==> src/rtl/spi_txn_arbiter_if.sv <==
// Bundle of requester-side and SPI-controller-side signals around spi_txn_arbiter.
// The arbiter takes the slave view; client logic plus controller take the master view.
interface spi_txn_arbiter_if #(
  parameter int NUM_REQ = 2,
  parameter int LEN_W   = 4
);
  logic [NUM_REQ-1:0]       req;
  logic [NUM_REQ*LEN_W-1:0] req_len;
  logic [NUM_REQ*8-1:0]     tx_data;
  logic [NUM_REQ-1:0]       grant;
  logic [NUM_REQ-1:0]       tx_ack;
  logic [7:0]               rx_data;
  logic [NUM_REQ-1:0]       rx_valid;
  logic [NUM_REQ-1:0]       txn_done;
  logic                     spi_start;
  logic [7:0]               spi_data_to_send;
  logic                     spi_hold_cs;
  logic                     spi_busy;
  logic                     spi_done;
  logic [7:0]               spi_data_received;

  modport master (
    output req, req_len, tx_data, spi_busy, spi_done, spi_data_received,
    input  grant, tx_ack, rx_data, rx_valid, txn_done,
           spi_start, spi_data_to_send, spi_hold_cs
  );

  modport slave (
    input  req, req_len, tx_data, spi_busy, spi_done, spi_data_received,
    output grant, tx_ack, rx_data, rx_valid, txn_done,
           spi_start, spi_data_to_send, spi_hold_cs
  );
endinterface

==> src/rtl/spi_txn_arbiter.sv <==
// Round-robin arbiter sharing one byte-level SPI controller between NUM_REQ requesters,
// chaining each multi-byte transaction under a single CS assertion via hold_cs.
module spi_txn_arbiter #(
  parameter int NUM_REQ = 2,
  parameter int LEN_W   = 4
) (
  input  logic             clk,
  input  logic             rst_n,
  spi_txn_arbiter_if.slave bus
);
  localparam int IDX_W = (NUM_REQ > 1) ? $clog2(NUM_REQ) : 1;

  typedef enum logic [2:0] {
    IDLE,
    LAUNCH,
    XFER,
    DRAIN,
    RELEASE
  } state_t;

  state_t             state_reg;
  logic [IDX_W-1:0]   winner_reg;
  logic [IDX_W-1:0]   rr_ptr_reg;
  logic [LEN_W-1:0]   remaining_reg;
  logic [7:0]         byte_reg;
  logic [7:0]         rx_data_reg;
  logic [NUM_REQ-1:0] grant_reg;
  logic [NUM_REQ-1:0] tx_ack_reg;
  logic [NUM_REQ-1:0] rx_valid_reg;
  logic [NUM_REQ-1:0] txn_done_reg;
  logic               spi_start_reg;

  logic [LEN_W-1:0]   len_sel [NUM_REQ];
  logic [7:0]         tx_sel  [NUM_REQ];
  logic [NUM_REQ-1:0] eligible;
  logic               pick_valid;
  logic [IDX_W-1:0]   pick_idx;
  logic [IDX_W-1:0]   cand_idx;
  logic [NUM_REQ-1:0] pick_onehot;
  logic [NUM_REQ-1:0] winner_onehot;

  generate
    for (genvar gi = 0; gi < NUM_REQ; gi++) begin : g_req
      assign len_sel[gi]  = bus.req_len[gi*LEN_W +: LEN_W];
      assign tx_sel[gi]   = bus.tx_data[gi*8 +: 8];
      assign eligible[gi] = bus.req[gi] && (len_sel[gi] != '0);
    end
  endgenerate

  // Scan from farthest to nearest so the first eligible after the pointer wins.
  always_comb begin
    pick_valid = 1'b0;
    pick_idx   = '0;
    cand_idx   = '0;
    for (int k = NUM_REQ; k >= 1; k--) begin
      cand_idx = IDX_W'((int'(rr_ptr_reg) + k) % NUM_REQ);
      if (eligible[cand_idx]) begin
        pick_valid = 1'b1;
        pick_idx   = cand_idx;
      end
    end
  end

  assign pick_onehot   = NUM_REQ'(1) << pick_idx;
  assign winner_onehot = NUM_REQ'(1) << winner_reg;

  always_ff @(posedge clk or negedge rst_n) begin
    if (!rst_n) begin
      state_reg     <= IDLE;
      winner_reg    <= '0;
      rr_ptr_reg    <= IDX_W'(NUM_REQ - 1);
      remaining_reg <= '0;
      byte_reg      <= '0;
      rx_data_reg   <= '0;
      grant_reg     <= '0;
      tx_ack_reg    <= '0;
      rx_valid_reg  <= '0;
      txn_done_reg  <= '0;
      spi_start_reg <= 1'b0;
    end else begin
      spi_start_reg <= 1'b0;
      tx_ack_reg    <= '0;
      rx_valid_reg  <= '0;
      txn_done_reg  <= '0;
      case (state_reg)
        IDLE: begin
          if (pick_valid) begin
            winner_reg    <= pick_idx;
            remaining_reg <= len_sel[pick_idx];
            byte_reg      <= tx_sel[pick_idx];
            grant_reg     <= pick_onehot;
            tx_ack_reg    <= pick_onehot;
            spi_start_reg <= 1'b1;
            state_reg     <= LAUNCH;
          end
        end
        LAUNCH: state_reg <= XFER;
        XFER: begin
          if (bus.spi_done) begin
            rx_data_reg   <= bus.spi_data_received;
            rx_valid_reg  <= winner_onehot;
            remaining_reg <= remaining_reg - LEN_W'(1);
            // Next byte must be on data_to_send the cycle after done so the chain holds CS.
            if (remaining_reg > LEN_W'(1)) begin
              byte_reg   <= tx_sel[winner_reg];
              tx_ack_reg <= winner_onehot;
            end else begin
              state_reg <= DRAIN;
            end
          end
        end
        DRAIN: begin
          if (!bus.spi_busy) begin
            grant_reg    <= '0;
            txn_done_reg <= winner_onehot;
            state_reg    <= RELEASE;
          end
        end
        RELEASE: begin
          rr_ptr_reg <= winner_reg;
          state_reg  <= IDLE;
        end
        default: state_reg <= IDLE;
      endcase
    end
  end

  assign bus.grant            = grant_reg;
  assign bus.tx_ack           = tx_ack_reg;
  assign bus.rx_data          = rx_data_reg;
  assign bus.rx_valid         = rx_valid_reg;
  assign bus.txn_done         = txn_done_reg;
  assign bus.spi_start        = spi_start_reg;
  assign bus.spi_data_to_send = byte_reg;
  assign bus.spi_hold_cs      = (remaining_reg > LEN_W'(1));
endmodule

==> src/flat_wrapper.sv <==
// flat-port wrapper written by rule: the top's interface ports become plain ports
module spi_txn_arbiter_flat 
#(
  parameter int NUM_REQ = 2,
  parameter int LEN_W   = 4
)
  (clk, rst_n, bus_req, bus_req_len, bus_tx_data, bus_spi_busy, bus_spi_done, bus_spi_data_received, bus_grant, bus_tx_ack, bus_rx_data, bus_rx_valid, bus_txn_done, bus_spi_start, bus_spi_data_to_send, bus_spi_hold_cs);
  spi_txn_arbiter_if #(.NUM_REQ(NUM_REQ), .LEN_W(LEN_W)) bus_i ();
  input  logic clk;
  input  logic rst_n;
  input wire logic [$bits(bus_i.req)-1:0] bus_req;
  input wire logic [$bits(bus_i.req_len)-1:0] bus_req_len;
  input wire logic [$bits(bus_i.tx_data)-1:0] bus_tx_data;
  input wire logic [$bits(bus_i.spi_busy)-1:0] bus_spi_busy;
  input wire logic [$bits(bus_i.spi_done)-1:0] bus_spi_done;
  input wire logic [$bits(bus_i.spi_data_received)-1:0] bus_spi_data_received;
  output wire logic [$bits(bus_i.grant)-1:0] bus_grant;
  output wire logic [$bits(bus_i.tx_ack)-1:0] bus_tx_ack;
  output wire logic [$bits(bus_i.rx_data)-1:0] bus_rx_data;
  output wire logic [$bits(bus_i.rx_valid)-1:0] bus_rx_valid;
  output wire logic [$bits(bus_i.txn_done)-1:0] bus_txn_done;
  output wire logic [$bits(bus_i.spi_start)-1:0] bus_spi_start;
  output wire logic [$bits(bus_i.spi_data_to_send)-1:0] bus_spi_data_to_send;
  output wire logic [$bits(bus_i.spi_hold_cs)-1:0] bus_spi_hold_cs;
  assign bus_i.req = bus_req;
  assign bus_i.req_len = bus_req_len;
  assign bus_i.tx_data = bus_tx_data;
  assign bus_i.spi_busy = bus_spi_busy;
  assign bus_i.spi_done = bus_spi_done;
  assign bus_i.spi_data_received = bus_spi_data_received;
  assign bus_grant = bus_i.grant;
  assign bus_tx_ack = bus_i.tx_ack;
  assign bus_rx_data = bus_i.rx_data;
  assign bus_rx_valid = bus_i.rx_valid;
  assign bus_txn_done = bus_i.txn_done;
  assign bus_spi_start = bus_i.spi_start;
  assign bus_spi_data_to_send = bus_i.spi_data_to_send;
  assign bus_spi_hold_cs = bus_i.spi_hold_cs;
  spi_txn_arbiter #(.NUM_REQ(NUM_REQ), .LEN_W(LEN_W)) u_core (.clk(clk), .rst_n(rst_n), .bus(bus_i));
endmodule
==> config.mk <==
export PLATFORM = sky130hd
export DESIGN_NAME = spi_txn_arbiter_flat
export DESIGN_NICKNAME = d
export VERILOG_FILES = /design/src/rtl/spi_txn_arbiter_if.sv /design/src/rtl/spi_txn_arbiter.sv /design/src/flat_wrapper.sv
export SDC_FILE = /design/constraint.sdc
export NUM_CORES = 1
export LEC_CHECK = 0
export CORE_ASPECT_RATIO = 2
export CORE_MARGIN = 2
export CORE_UTILIZATION = 34
export CTS_BUF_LIST = sky130_fd_sc_hd__clkbuf_4 sky130_fd_sc_hd__clkbuf_8
export DETAILED_ROUTE_END_ITERATION = 12
export PLACE_DENSITY = 0.65
export SLEW_MARGIN = 20
export SYNTH_ARGS = -nofsm -noshare
export SYNTH_HDL_FRONTEND = slang
export SYNTH_SLANG_ARGS = --single-unit
export TNS_END_PERCENT = 100
==> constraint.sdc <==
create_clock -name clk -period 4.4 [get_ports clk]
set_input_delay 1.32 -clock clk [delete_from_list [all_inputs] [get_ports clk]]
set_output_delay 1.32 -clock clk [all_outputs]
set_load 0.005 [all_outputs]
==> run metrics <==
largest buffer count on any clock path=2; clock buffers created by TritonCTS=5; HP Class=register to register; reg-to-reg critical path endpoint=u_core.bus.spi_data_to_send[1]; Setup CP Type=primary input to register; Sink Count=34; Detail Route Antenna Nets=0; Compound-Gate Fraction of Synth Area=13.3%; Iteration-0 DRC Markers=18; Worst Max-Slew Pin Slew=between 0.8 and 0.9 ns; post-DR wirelength/cell=approximately 15 um; cell area after layout=2440 um2; area of the die=5340 um2; critical path buffer and inverter count=1; kind of end point of the critical path=register; I/O pin count=64; Pleak=between 0.001 and 0.0015 uW; Max IR drop VDD=0.000409 V; number of nets produced by synthesis=191; CP most frequent cell=sky130_fd_sc_hd__a21oi_1; kind of cell adding the most delay to the critical path=compound AO/OA/AOI/OAI gates; fraction of final layout cells sized beyond drive strength 1=11.4%; post-synthesis sequential area ratio=52.9%; HPWL after detailed placement=3150 um; count of distinct cell types in the synthesized netlist=35; number of antenna violations at the first check in global routing=0; Finished Layout Cells=274; wire length of the first global-routing pass=between 6000 and 7000 um; crit-path max cell delay=around 0.58 ns; area share of the leading cell type in the synthesized netlist=51.2%; Layout Nets=258; R2R depth=5; Worst Hold End=u_core.bus.rx_data[6]; main combinational cell family by area after synthesis=simple AND/OR/NAND/NOR gates; antenna diode count=0; Slew Viols, Final=0; setup TNS=0 ns; CP Launch Type=primary input; Gate Count Post-Synth=151; Cell Count Post-Placement=266; adder-cell share of the synthesized area=1.55%; die boundary width=52.7 um; maximum number of pins on one net before global-route repair=35; Detailed Route WL=4020 um; Post-CTS Setup Bufs=0; total global routing track utilization=about 17%; Relative slew margins=a little over two fifths; routed via count=1358; Post-CTS Hold Fix Bufs=0; share of cell area taken by muxes after synthesis=13.8%; Layout Skew=0.00683 ns; cell depth of the worst min-delay path=2; P&R area growth vs syn=51.4%; Floorplan Core Area=4600 um2; internal reg-to-reg setup slack=between 2 and 2.5 ns; Arrival @ worst endpoint=3.46 ns; Area after DPL=roughly 2300 um2; Clk pin slew, worst setup/hold paths=0.07 ns; Synth Area in Simple Gates=16.8%; total power divided by cell area=665 nW/um2; clock tree from TritonCTS=yes; Data required, critical path=~4.6 ns; final number of setup-violating endpoints=0; post-cts repair resize count=0; time the worst path needs with I/O delays and setup=about 3.3 ns; input/output buffers=63; H-tree level count=2; outcome=finished, final reports clean; CTS root buffer=sky130_fd_sc_hd__clkbuf_8; mean cell area of the mapped netlist=about 11 um2; most used cells in the layout excluding fill and tap cells=sky130_fd_sc_hd__clkdlybuf4s50_1, sky130_fd_sc_hd__dfrtp_1, sky130_fd_sc_hd__nand2_1; leading post-synthesis cells by cell area=sky130_fd_sc_hd__dfrtp_1, sky130_fd_sc_hd__nand2_1, sky130_fd_sc_hd__mux2_1; gpl congestion=0.765; Worst Hold Launch=u_core.bus.rx_data[6]; starting utilization of the core area=35.0%; share of the clock period used by the worst path=between 70% and 80%; via density per instance=slightly below 5; Syn. warnings=0; vias in the first global route=1362; Fin. Hold Viols=0; cell chain of the critical path=clkdlybuf4s50_1, o41ai_2, a21oi_1, a21oi_1, nand2b_1, mux2_2; xor and xnor fraction of the mapped netlist area=0%; pre-CTS WS=0.783 ns; flops & latches, synth=34; area leader, netlist=sky130_fd_sc_hd__dfrtp_1; unrepaired setup endpoints after global routing=no; final worst setup slack=1.12 ns; FP Rows=35; TritonRoute pass-1 iters=4; Post-route DRC=0; vertical die dimension=101 um; maximum fanout encountered on the critical timing path=8; gr ovfl total=0; cell type of the slowest stage on the worst timing path=sky130_fd_sc_hd__o41ai_2; Max Cap Viol=0; most common cell after layout, fill and taps aside=sky130_fd_sc_hd__clkdlybuf4s50_1; cell area after synthesis=approximately 1600 um2; startpoint of the lowest-slack register-to-register path=u_core.state_reg[2]; final-layout worst hold slack=0.478 ns; achievable frequency=305 MHz; clock latency reported for the late side of the worst-skew pair=0.29 ns
-- metrics by stage --
stage	total power, uW	utilization [%]
final	1620	53.1
after global routing	1750	53.1
after CTS	1650	53.1
after detailed placement	1300	50.1
after global placement	1280	50.1
after floorplan	945	-
-- synthesized netlist by cell type, drive strengths merged --
library cell  instances
a31o                  1
nand2b                1
o31ai                 1
mux2i                 3
buf                   1
a31oi                 2
and2                  2
o2bb2ai               1
o21bai                1
or4                   1
a21oi                 6
o21ai                 7
nand3                 3
a32o                  2
a22o                  4
o41ai                 2
dfstp                 1
a21boi                1
inv                   3
nor3b                 2
nor4                  2
nor3                  6
mux2                 16
dfrtp                33
nand2                32
clkbuf                3
nor2                 12
ha                    2
-- worst max-delay path by stage --
stage,from,to,slack (ns),depth (start not counted)
2_1_floorplan,bus_req_len[0],u_core.bus.spi_data_to_send[0],1.45,5
3_3_place_gp,bus_req_len[4],u_core.bus.spi_data_to_send[1],0.80,6
3_5_place_dp,bus_req_len[5],u_core.bus.spi_data_to_send[2],0.78,6
4_1_cts,bus_req_len[5],u_core.bus.spi_data_to_send[7],1.08,6
5_1_grt,bus_req_len[5],u_core.remaining_reg[0],0.97,6
6_report,bus_req_len[5],u_core.bus.spi_data_to_send[2],1.12,6
-- layout make-up --
type                            instances  area [um2]
Fill cell                             445        2160
Sequential cell                        34         852
Inverter                                3        11.3
Tap cell                               55        68.8
Multi-Input combinational cell        110         732
Timing Repair Buffer                   64         638
Clock inverter                          3        68.8
Clock buffer                            5        68.8
-- kinds of logic (layout without fill, tap and decap cells) --
logic type               count (synthesis)  after routing
buffers and inverters                    7             75
AND/OR/NAND/NOR                         61             61
flip-flops                              34             34
multiplexers                            19             19
AO/OA/AOI/OAI                           28             28
adder cells (fa/ha/maj)                  2              2
-- tightest hold or removal path: cells and delay by family, from the launching register on --
kind	cells	cell delay (ns)
and+or+nand+nor	2	0.11
DFF	1	0.34
-- layer usage --
| metal | GRT usage [%] | part of all wire [%] |
|---|---|---|
| met5 | 0 | 0 |
| met4 | 6.51 | 2.0 |
| met3 | 3.54 | 4.3 |
| met2 | 31.3 | 60 |
| met1 | 16.9 | 34 |
-- where the power goes --
| part | switching (uW) | total (uW) | internal (uW) |
|---|---|---|---|
| Clock | 116 | 343 | 227 |
| Sequential | 104 | 560 | 456 |
| Combinational | 307 | 721 | 414 |
| Total | 527 | 1620 | 1100 |
No activity file was read; power rests on OpenSTA's default activity.
